### config.mk
export PLATFORM = sky130hd
export DESIGN_NAME = bus_dma_flat
export DESIGN_NICKNAME = d
export VERILOG_FILES = /design/src/rtl/bus_dma_pkg.sv /design/src/rtl/Bus.sv /design/src/rtl/bus_initiator.sv /design/src/rtl/bus_dma.sv /design/src/flat_wrapper.sv
export SDC_FILE = /design/constraint.sdc
export NUM_CORES = 1
export LEC_CHECK = 0
export ABC_AREA = 0
export CORE_UTILIZATION = 40
export CTS_CLUSTER_DIAMETER = 150
export DETAILED_ROUTE_END_ITERATION = 12
export GPL_TIMING_DRIVEN = 0
export PLACE_DENSITY = 0.73
export SYNTH_ARGS = -nofsm -noshare
export SYNTH_HDL_FRONTEND = slang
export SYNTH_SLANG_ARGS = --single-unit
export TNS_END_PERCENT = 1
### constraint.sdc
create_clock -name clk -period 6 [get_ports clk]
set_input_delay 1.8 -clock clk [delete_from_list [all_inputs] [get_ports clk]]
set_output_delay 1.8 -clock clk [all_outputs]
set_load 0.1 [all_outputs]
### src/rtl/bus_dma_pkg.sv
// Shared types and constants for the single-channel word-copy engine.
package bus_dma_pkg;

    typedef enum logic [2:0] {
        IDLE,
        RD_REQ,
        RD_TURN,
        WR_REQ,
        WR_TURN,
        DONE,
        ERR
    } state_t;

    localparam logic [3:0]  WSTRB_READ = 4'h0;
    localparam logic [3:0]  WSTRB_WORD = 4'hF;
    localparam logic [31:0] WORD_BYTES = 32'd4;

endpackage

### src/rtl/Bus.sv
// Shared valid/ready bus between initiators (CPU, DMA) and slaves.
interface Bus;

    logic        valid;
    logic [31:0] addr;
    logic [31:0] wdata;
    logic [3:0]  wstrb;
    logic        ready;
    logic [31:0] rdata;

    modport Master (
        output valid, addr, wdata, wstrb,
        input  ready, rdata
    );

    modport Slave (
        input  valid, addr, wdata, wstrb,
        output ready, rdata
    );

endinterface

### src/rtl/bus_initiator.sv
// Single-access bus engine: drives one request, forces a turnaround
// cycle after each handshake and aborts accesses that wait too long.
module bus_initiator
    import bus_dma_pkg::*;
#(
    parameter int TIMEOUT = 64
) (
    input  logic        clk,
    input  logic        reset,
    input  logic        req,
    input  logic        we,
    input  logic [31:0] addr,
    input  logic [31:0] wdata,
    output logic        ack,
    output logic [31:0] rdata,
    output logic        timeout,
    Bus.Master          bus
);

    logic        r_turn;
    logic [15:0] r_wait;
    logic        w_valid;
    logic        w_timeout;

    always_comb begin
        w_valid   = req && !r_turn;
        bus.valid = w_valid;
        bus.addr  = w_valid ? addr : '0;
        bus.wdata = (w_valid && we) ? wdata : '0;
        bus.wstrb = (w_valid && we) ? WSTRB_WORD : WSTRB_READ;
        ack       = w_valid && bus.ready;
        rdata     = bus.rdata;
        // Fires on the last permitted waiting cycle so valid is high
        // for exactly TIMEOUT cycles before the sequencer aborts.
        w_timeout = (TIMEOUT != 0) && w_valid && !bus.ready
                    && (r_wait == 16'(TIMEOUT - 1));
        timeout   = w_timeout;
    end

    always_ff @(posedge clk) begin
        if (reset) begin
            r_turn <= 1'b0;
            r_wait <= '0;
        end else begin
            r_turn <= ack;
            if (w_valid && !bus.ready && !w_timeout)
                r_wait <= r_wait + 16'd1;
            else
                r_wait <= '0;
        end
    end

endmodule

### src/rtl/bus_dma.sv
// Word-copy sequencer: reads src, writes dst, ascending, one word at a time,
// reporting completion or bus timeout through busy/done/error.
module bus_dma
    import bus_dma_pkg::*;
#(
    parameter int LEN_W   = 16,
    parameter int TIMEOUT = 64
) (
    input  logic             clk,
    input  logic             reset,
    input  logic             start,
    input  logic [31:0]      src_addr,
    input  logic [31:0]      dst_addr,
    input  logic [LEN_W-1:0] len,
    output logic             busy,
    output logic             done,
    output logic             error,
    Bus.Master               bus
);

    state_t           r_state;
    state_t           w_next;
    logic [31:0]      r_src;
    logic [31:0]      r_dst;
    logic [31:0]      r_data;
    logic [LEN_W-1:0] r_count;
    logic             r_error;

    logic             w_req;
    logic             w_we;
    logic [31:0]      w_addr;
    logic             w_ack;
    logic [31:0]      w_rdata;
    logic             w_timeout;
    logic             w_accept;

    bus_initiator #(
        .TIMEOUT (TIMEOUT)
    ) u_init (
        .clk     (clk),
        .reset   (reset),
        .req     (w_req),
        .we      (w_we),
        .addr    (w_addr),
        .wdata   (r_data),
        .ack     (w_ack),
        .rdata   (w_rdata),
        .timeout (w_timeout),
        .bus     (bus)
    );

    assign w_accept = (r_state == IDLE) && start;
    assign error    = r_error;

    always_comb begin
        w_next = r_state;
        w_req  = 1'b0;
        w_we   = 1'b0;
        w_addr = r_src;
        busy   = 1'b0;
        done   = 1'b0;
        unique case (r_state)
            IDLE: begin
                if (start)
                    w_next = (len == '0) ? DONE : RD_REQ;
            end
            RD_REQ: begin
                busy  = 1'b1;
                w_req = 1'b1;
                if (w_timeout)
                    w_next = ERR;
                else if (w_ack)
                    w_next = RD_TURN;
            end
            RD_TURN: begin
                busy   = 1'b1;
                w_next = WR_REQ;
            end
            WR_REQ: begin
                busy   = 1'b1;
                w_req  = 1'b1;
                w_we   = 1'b1;
                w_addr = r_dst;
                if (w_timeout)
                    w_next = ERR;
                else if (w_ack)
                    w_next = WR_TURN;
            end
            WR_TURN: begin
                busy   = 1'b1;
                w_next = (r_count == LEN_W'(1)) ? DONE : RD_REQ;
            end
            DONE: begin
                done   = 1'b1;
                w_next = IDLE;
            end
            ERR: begin
                done   = 1'b1;
                w_next = IDLE;
            end
            default: w_next = IDLE;
        endcase
    end

    always_ff @(posedge clk) begin
        if (reset) begin
            r_state <= IDLE;
            r_src   <= '0;
            r_dst   <= '0;
            r_data  <= '0;
            r_count <= '0;
            r_error <= 1'b0;
        end else begin
            r_state <= w_next;
            if (w_accept) begin
                r_src   <= src_addr & 32'hFFFF_FFFC;
                r_dst   <= dst_addr & 32'hFFFF_FFFC;
                r_count <= len;
                r_error <= 1'b0;
            end
            if (r_state == RD_REQ && w_ack)
                r_data <= w_rdata;
            // Addresses wrap modulo 2^32 by construction.
            if (r_state == WR_TURN) begin
                r_src   <= r_src + WORD_BYTES;
                r_dst   <= r_dst + WORD_BYTES;
                r_count <= r_count - LEN_W'(1);
            end
            if (w_next == ERR)
                r_error <= 1'b1;
        end
    end

endmodule
### src/flat_wrapper.sv
// flat-port wrapper written by rule: the top's interface ports become plain ports
module bus_dma_flat import bus_dma_pkg::*;
#(
    parameter int LEN_W   = 16,
    parameter int TIMEOUT = 64
)
  (clk, reset, start, src_addr, dst_addr, len, busy, done, error, bus_valid, bus_addr, bus_wdata, bus_wstrb, bus_ready, bus_rdata);
  Bus bus_i ();
  input  logic clk;
  input  logic reset;
  input  logic start;
  input  logic [31:0] src_addr;
  input  logic [31:0] dst_addr;
  input  logic [LEN_W-1:0] len;
  output logic busy;
  output logic done;
  output logic error;
  output wire logic [$bits(bus_i.valid)-1:0] bus_valid;
  output wire logic [$bits(bus_i.addr)-1:0] bus_addr;
  output wire logic [$bits(bus_i.wdata)-1:0] bus_wdata;
  output wire logic [$bits(bus_i.wstrb)-1:0] bus_wstrb;
  input wire logic [$bits(bus_i.ready)-1:0] bus_ready;
  input wire logic [$bits(bus_i.rdata)-1:0] bus_rdata;
  assign bus_valid = bus_i.valid;
  assign bus_addr = bus_i.addr;
  assign bus_wdata = bus_i.wdata;
  assign bus_wstrb = bus_i.wstrb;
  assign bus_i.ready = bus_ready;
  assign bus_i.rdata = bus_rdata;
  bus_dma #(.LEN_W(LEN_W), .TIMEOUT(TIMEOUT)) u_core (.clk(clk), .reset(reset), .start(start), .src_addr(src_addr), .dst_addr(dst_addr), .len(len), .busy(busy), .done(done), .error(error), .bus(bus_i));
endmodule
* Yosys cells after proc, flatten, opt, wreduce, memory -nomap -nowiden
Cells that the tools add are included.
Cells by class: $add $sub $neg 4, equality and inequality tests 9, reduce and logical (&&, ||, !) cells 19, bitwise logic cells 1, multiplexer cells 24
Operators with widths (number):
- $mux 32 | 7
- $add 32x3->32 const B | 2
- $mux 16 | 2
- $mux 3 | 7
- $add 16x1->16 const B | 1
- $eq 16x1->1 const B | 1
- $eq 16x6->1 const B | 1
- $logic_not 16->1 | 1
- $sub 16x1->16 const B | 1
- $pmux 3 s5 | 1
- $eq 3x3->1 const B | 4
- $logic_and 1x1->1 | 8
- $eq 3x2->1 const B | 2
- $mux 1 | 6
- $reduce_or 2->1 | 3
- $mux 4 | 1
- $reduce_bool 2->1 | 2
- $reduce_or 4->1 | 1
- $eq 3x1->1 const B | 1
- $logic_not 1->1 | 3
- $logic_not 3->1 | 1
- $not 1->1 | 1
Word-level totals: logic and storage cells 65, input port bits 116, register bits 133, output and inout port bits 72

* Depth between registers and ports, before layout
word-level depth 10, gate-level depth with buffers 8, mapped depth without buffers 7

* By module
A second synthesis with hierarchy kept.
Second synthesis, totals: cells, all modules 982, area total of the unflattened synthesis 7662.3 um^2
By module, submodules not included:
- bus_dma | cells an instance 788, area an instance 6204.7 um^2, times used 1, seq. area each 2242.2 um^2
- bus_initiator | cells an instance 194, area an instance 1457.6 um^2, times used 1, seq. area each 340.3 um^2

* Worst setup path after synthesis
No wires, ideal clock.
path kind register -> output, from reg u_core.r_state[1], to out bus_wdata[22], buffers on the path 2, cell stages (with the launch flop) 7, data arrival time 3.058 ns, required time 4.200 ns, path slack 1.142 ns, path through dfxtp_1 -> buf_2 -> nand2_1 -> or2_1 -> nor2_1 -> clkbuf_1 -> and2_1
Between the ends: word-level cells in the longest chain between the ends 6, elaborated cells on any way between the ends 8, those cells by class eq/ne: 2; mux: 3; reduce/logical: 3
Ends and longest elaborated chain:
- start: declaration | RTL line bus_dma.sv:21 | state_t r_state;
- start signal: assignment | RTL line bus_dma.sv:114 | r_state <= w_next;
- $eq 3x2->1 or $eq 3x1->1 (tied branches) | RTL line bus_dma.sv:62 | unique case (r_state)
- $reduce_or 2->1 (no line)
- $mux 1 | RTL line bus_dma.sv:62
- $logic_and 1x1->1 | RTL line bus_initiator.sv:26 | w_valid = req && !r_turn;
- $logic_and 1x1->1 (*) | RTL line bus_initiator.sv:29 | bus.wdata = (w_valid && we) ? wdata : '0;
- $mux 32 (*) | RTL line bus_initiator.sv:29
- end: declaration | RTL line flat_wrapper.sv:20 | output wire logic [$bits(bus_i.wdata)-1:0] bus_wdata;
Mark *: on every way between the ends. The rest lies on a longest branch, timed or not.

* Worst setup path in the final report
from reg u_core.r_state[1], to out bus_addr[27]
Between the ends: word-level cells in the longest chain between the ends 5, elaborated cells on any way between the ends 7, those cells by class eq/ne: 2; mux: 3; reduce/logical: 2
Ends and longest elaborated chain:
- $eq 3x2->1 or $eq 3x1->1 (tied branches) | RTL line bus_dma.sv:62
- $reduce_or 2->1 (no line)
- $mux 1 | RTL line bus_dma.sv:62
- $logic_and 1x1->1 | RTL line bus_initiator.sv:26
- $mux 32 (*) | RTL line bus_initiator.sv:28 | bus.addr = w_valid ? addr : '0;
- end: declaration | RTL line flat_wrapper.sv:19 | output wire logic [$bits(bus_i.addr)-1:0] bus_addr;
Marks and branches as above.

==> out/qor.csv <==
metric;value;unit
grt.total_usage;29.1;%
clkTransAtPathRegs;0.06;ns
cts_repair_resize_count;0;
hp-class;reg -> reg;
path_max_fanout;10;
ys_ff_latch;129;
synth_edf_count;0;
drt_iter0_markers;823;
die-area;18500;µm²
synth.distinct_cells;78;
outcome;completed;
slew_viol_final;0;
pre_cts_ws;0.896;ns
setup_tns;0;ns
synth_most_common_cell;nand2_1;
layout-drive-gt1-share;5.99;%
period_minus_slack;5.62;ns
post_cts_buffers;0;
fillCellCount;1644;
grt_max_degree;17;
core-area;17400;µm²
initial_core_util;41.2;%
htree_levels;4;
p_per_area;267;nW/µm²
syn_area;7170;µm²
setup_viol;0;
cts.sinks;129;
leakagePower;3.35;nW
fin_crit_sh;93.7;%
layout_setup_ws;0.380;ns
syn_to_final_growth;38.3;%
clockRootBuffer;clkbuf_16;
rsz0062_at_grt;false;
cp.required;4.20;ns
synthTopCellsByCount;nand2_1 (187), dfxtp_1 (129), a21oi_1 (109);
ys_seq_area_share;36.0;%
hold_viol;0;
grt_pass1_vias;7552;
relSlewSlack;29.7;%
postRouteAntennaNets;0;
layout.nets;1276;
synth_largest_area_cell;dfxtp_1;
clkLatencyLatePin;0.43;ns
dp_hpwl;19500;µm
io_buffers;180;
synth_flop_cell;dfxtp_1;
grt_pass1_wl;40700;µm
row_count;48;
routed_wl;26800;µm
peakVddDrop;200;µV
vias;8187;
clk_path_buf_depth;2;
drc;0;
synthTopCellsByArea;dfxtp_1 (36%), nand2_1 (9.8%), a21oi_1 (7.6%);
max_freq;178;MHz
diodes;0;
fin_skew;0.0127;ns
fp.dieH;136;µm
die_w;136;µm
wire_per_inst;19.2;µm
gp_congestion;0.970;
synth_area_per_cell;7.51;µm²
cp-end-kind;output port;
critPathLaunchType;flip-flop;
antenna_found_initial;0;
routed_via_density;5.88;
dr.pass1.iters;6;
cts_buffers;17;
ioPinCount;188;
maxCapViolCount;0;
cts_tree;built;
hold_buffers;0;
synth_cells;955;
tightest_slew;1.04;ns
crit_type;reg -> out;
cp.arrival;3.82;ns
synth_async_sr_flop_share;0;%
grt-ovfl-total;0;
yosysTopAreaCellShare;36.0;%
synth.yosys.warnings;0;
==> logic make-up (layout without fill, tap and decap cells) <==
family,after synthesis,count (layout),share of synthesized area [%]
and+or+nand+nor,457,457,32.1
AOI/OAI and AO/OA,243,243,21.4
DFF,129,129,36.0
buffers and inverters,84,296,5.06
xor gates and xnor gates,30,30,3.67
muxes,6,6,0.873
adders and majority gates,5,5,0.873
other,1,2,0.0523
==> final timing paths <==
check / cells after the start / end / start / slack (ns)
worst min-delay path: 1 / u_core.u_init.r_wait[0] / u_core.u_init.r_wait[0] / 0.45
worst max register to register: 6 / u_core.r_dst[28] / u_core.r_dst[2] / 3.24
worst max-delay path: 8 / bus_addr[27] / u_core.r_state[1] / 0.38
worst min register to register: 1 / u_core.u_init.r_wait[0] / u_core.u_init.r_wait[0] / 0.45
==> placed cells by master, fill, tap and decap left out, types with 4 or more instances in the layout <==
master / n
and3_1: 17
inv_1: 14
xor2_1: 15
a311oi_1: 5
ha_1: 5
buf_4: 5
buf_2: 10
o311ai_0: 5
o21ai_1: 4
nor4_1: 18
o22ai_1: 9
dfxtp_1: 129
and2_1: 35
a31oi_1: 16
nand3_1: 39
nand2_1: 187
xnor2_1: 15
nand4_1: 16
or4_1: 4
clkdlybuf4s50_1: 180
or3_1: 10
mux2i_1: 4
bufinv_16: 5
a21oi_1: 109
a22oi_1: 15
a221oi_1: 4
nor3_1: 32
a211oi_1: 8
o21ai_0: 23
o211ai_1: 13
clkbuf_1: 50
and4_1: 7
o221ai_1: 4
clkbuf_16: 17
nor2_1: 64
==> registers in the layout, summed over array words and instances (netlist names) <==
| name | count |
|---|---|
| u_core.r_state | 3 |
| u_core.u_init.r_wait | 16 |
| u_core.r_src | 30 |
| u_core.u_init.r_turn | 1 |
| u_core.r_dst | 30 |
| u_core.r_data | 32 |
| u_core.error | 1 |
| u_core.r_count | 16 |
==> through the flow <==
stage	hold WS, ns	util [%]	total power (W)	area, µm²	instances
after global placement	0.433	53.1	0.00147	9260	1361
final	0.447	56.9	0.00265	9920	1393
after floorplan	0.418	-	0.00128	7170	956
after global routing	0.463	56.9	0.00273	9920	1393
after CTS	0.450	56.9	0.00264	9920	1393
after detailed placement	0.440	53.1	0.00148	9260	1361
==> power by group <==
group	leakage (nW)	switching (W)	internal, W
Sequential	1.05	0.0000656	0.000911
Clock	0.315	0.000412	0.000759
Combinational	1.98	0.000314	0.000184
Total	3.35	0.000791	0.00185
==> worst max-delay path: stages (launching register included) <==
cell and delay (ns):
dfxtp_1 0.44, buf_2 0.30, nand2_1 0.10, nor2_1 0.21
clkbuf_1 0.44, clkbuf_1 0.43, nand2_1 0.11, a21oi_1 0.20
clkdlybuf4s50_1 1.17
==> final cells by class <==
class | instances | area, µm² | share of cell area [%]
Inverter | 15 | 56.3 | 0.568
Multi-Input combinational cell | 743 | 4230 | 42.6
Buffer | 69 | 307 | 3.09
Tap cell | 225 | 282 | 2.84
Sequential cell | 129 | 2580 | 26.0
Clock buffer | 19 | 453 | 4.57
Clock inverter | 13 | 209 | 2.11
Timing Repair Buffer | 180 | 1800 | 18.2
==> per-layer routing <==
layer | share of wire, % | global-route usage, %
met1 | 42 | 38.2
met2 | 45 | 45.2
met3 | 8.9 | 5.59
met4 | 4.4 | 15.2
met5 | 0 | 0
(Power assumes the default switching activity.)
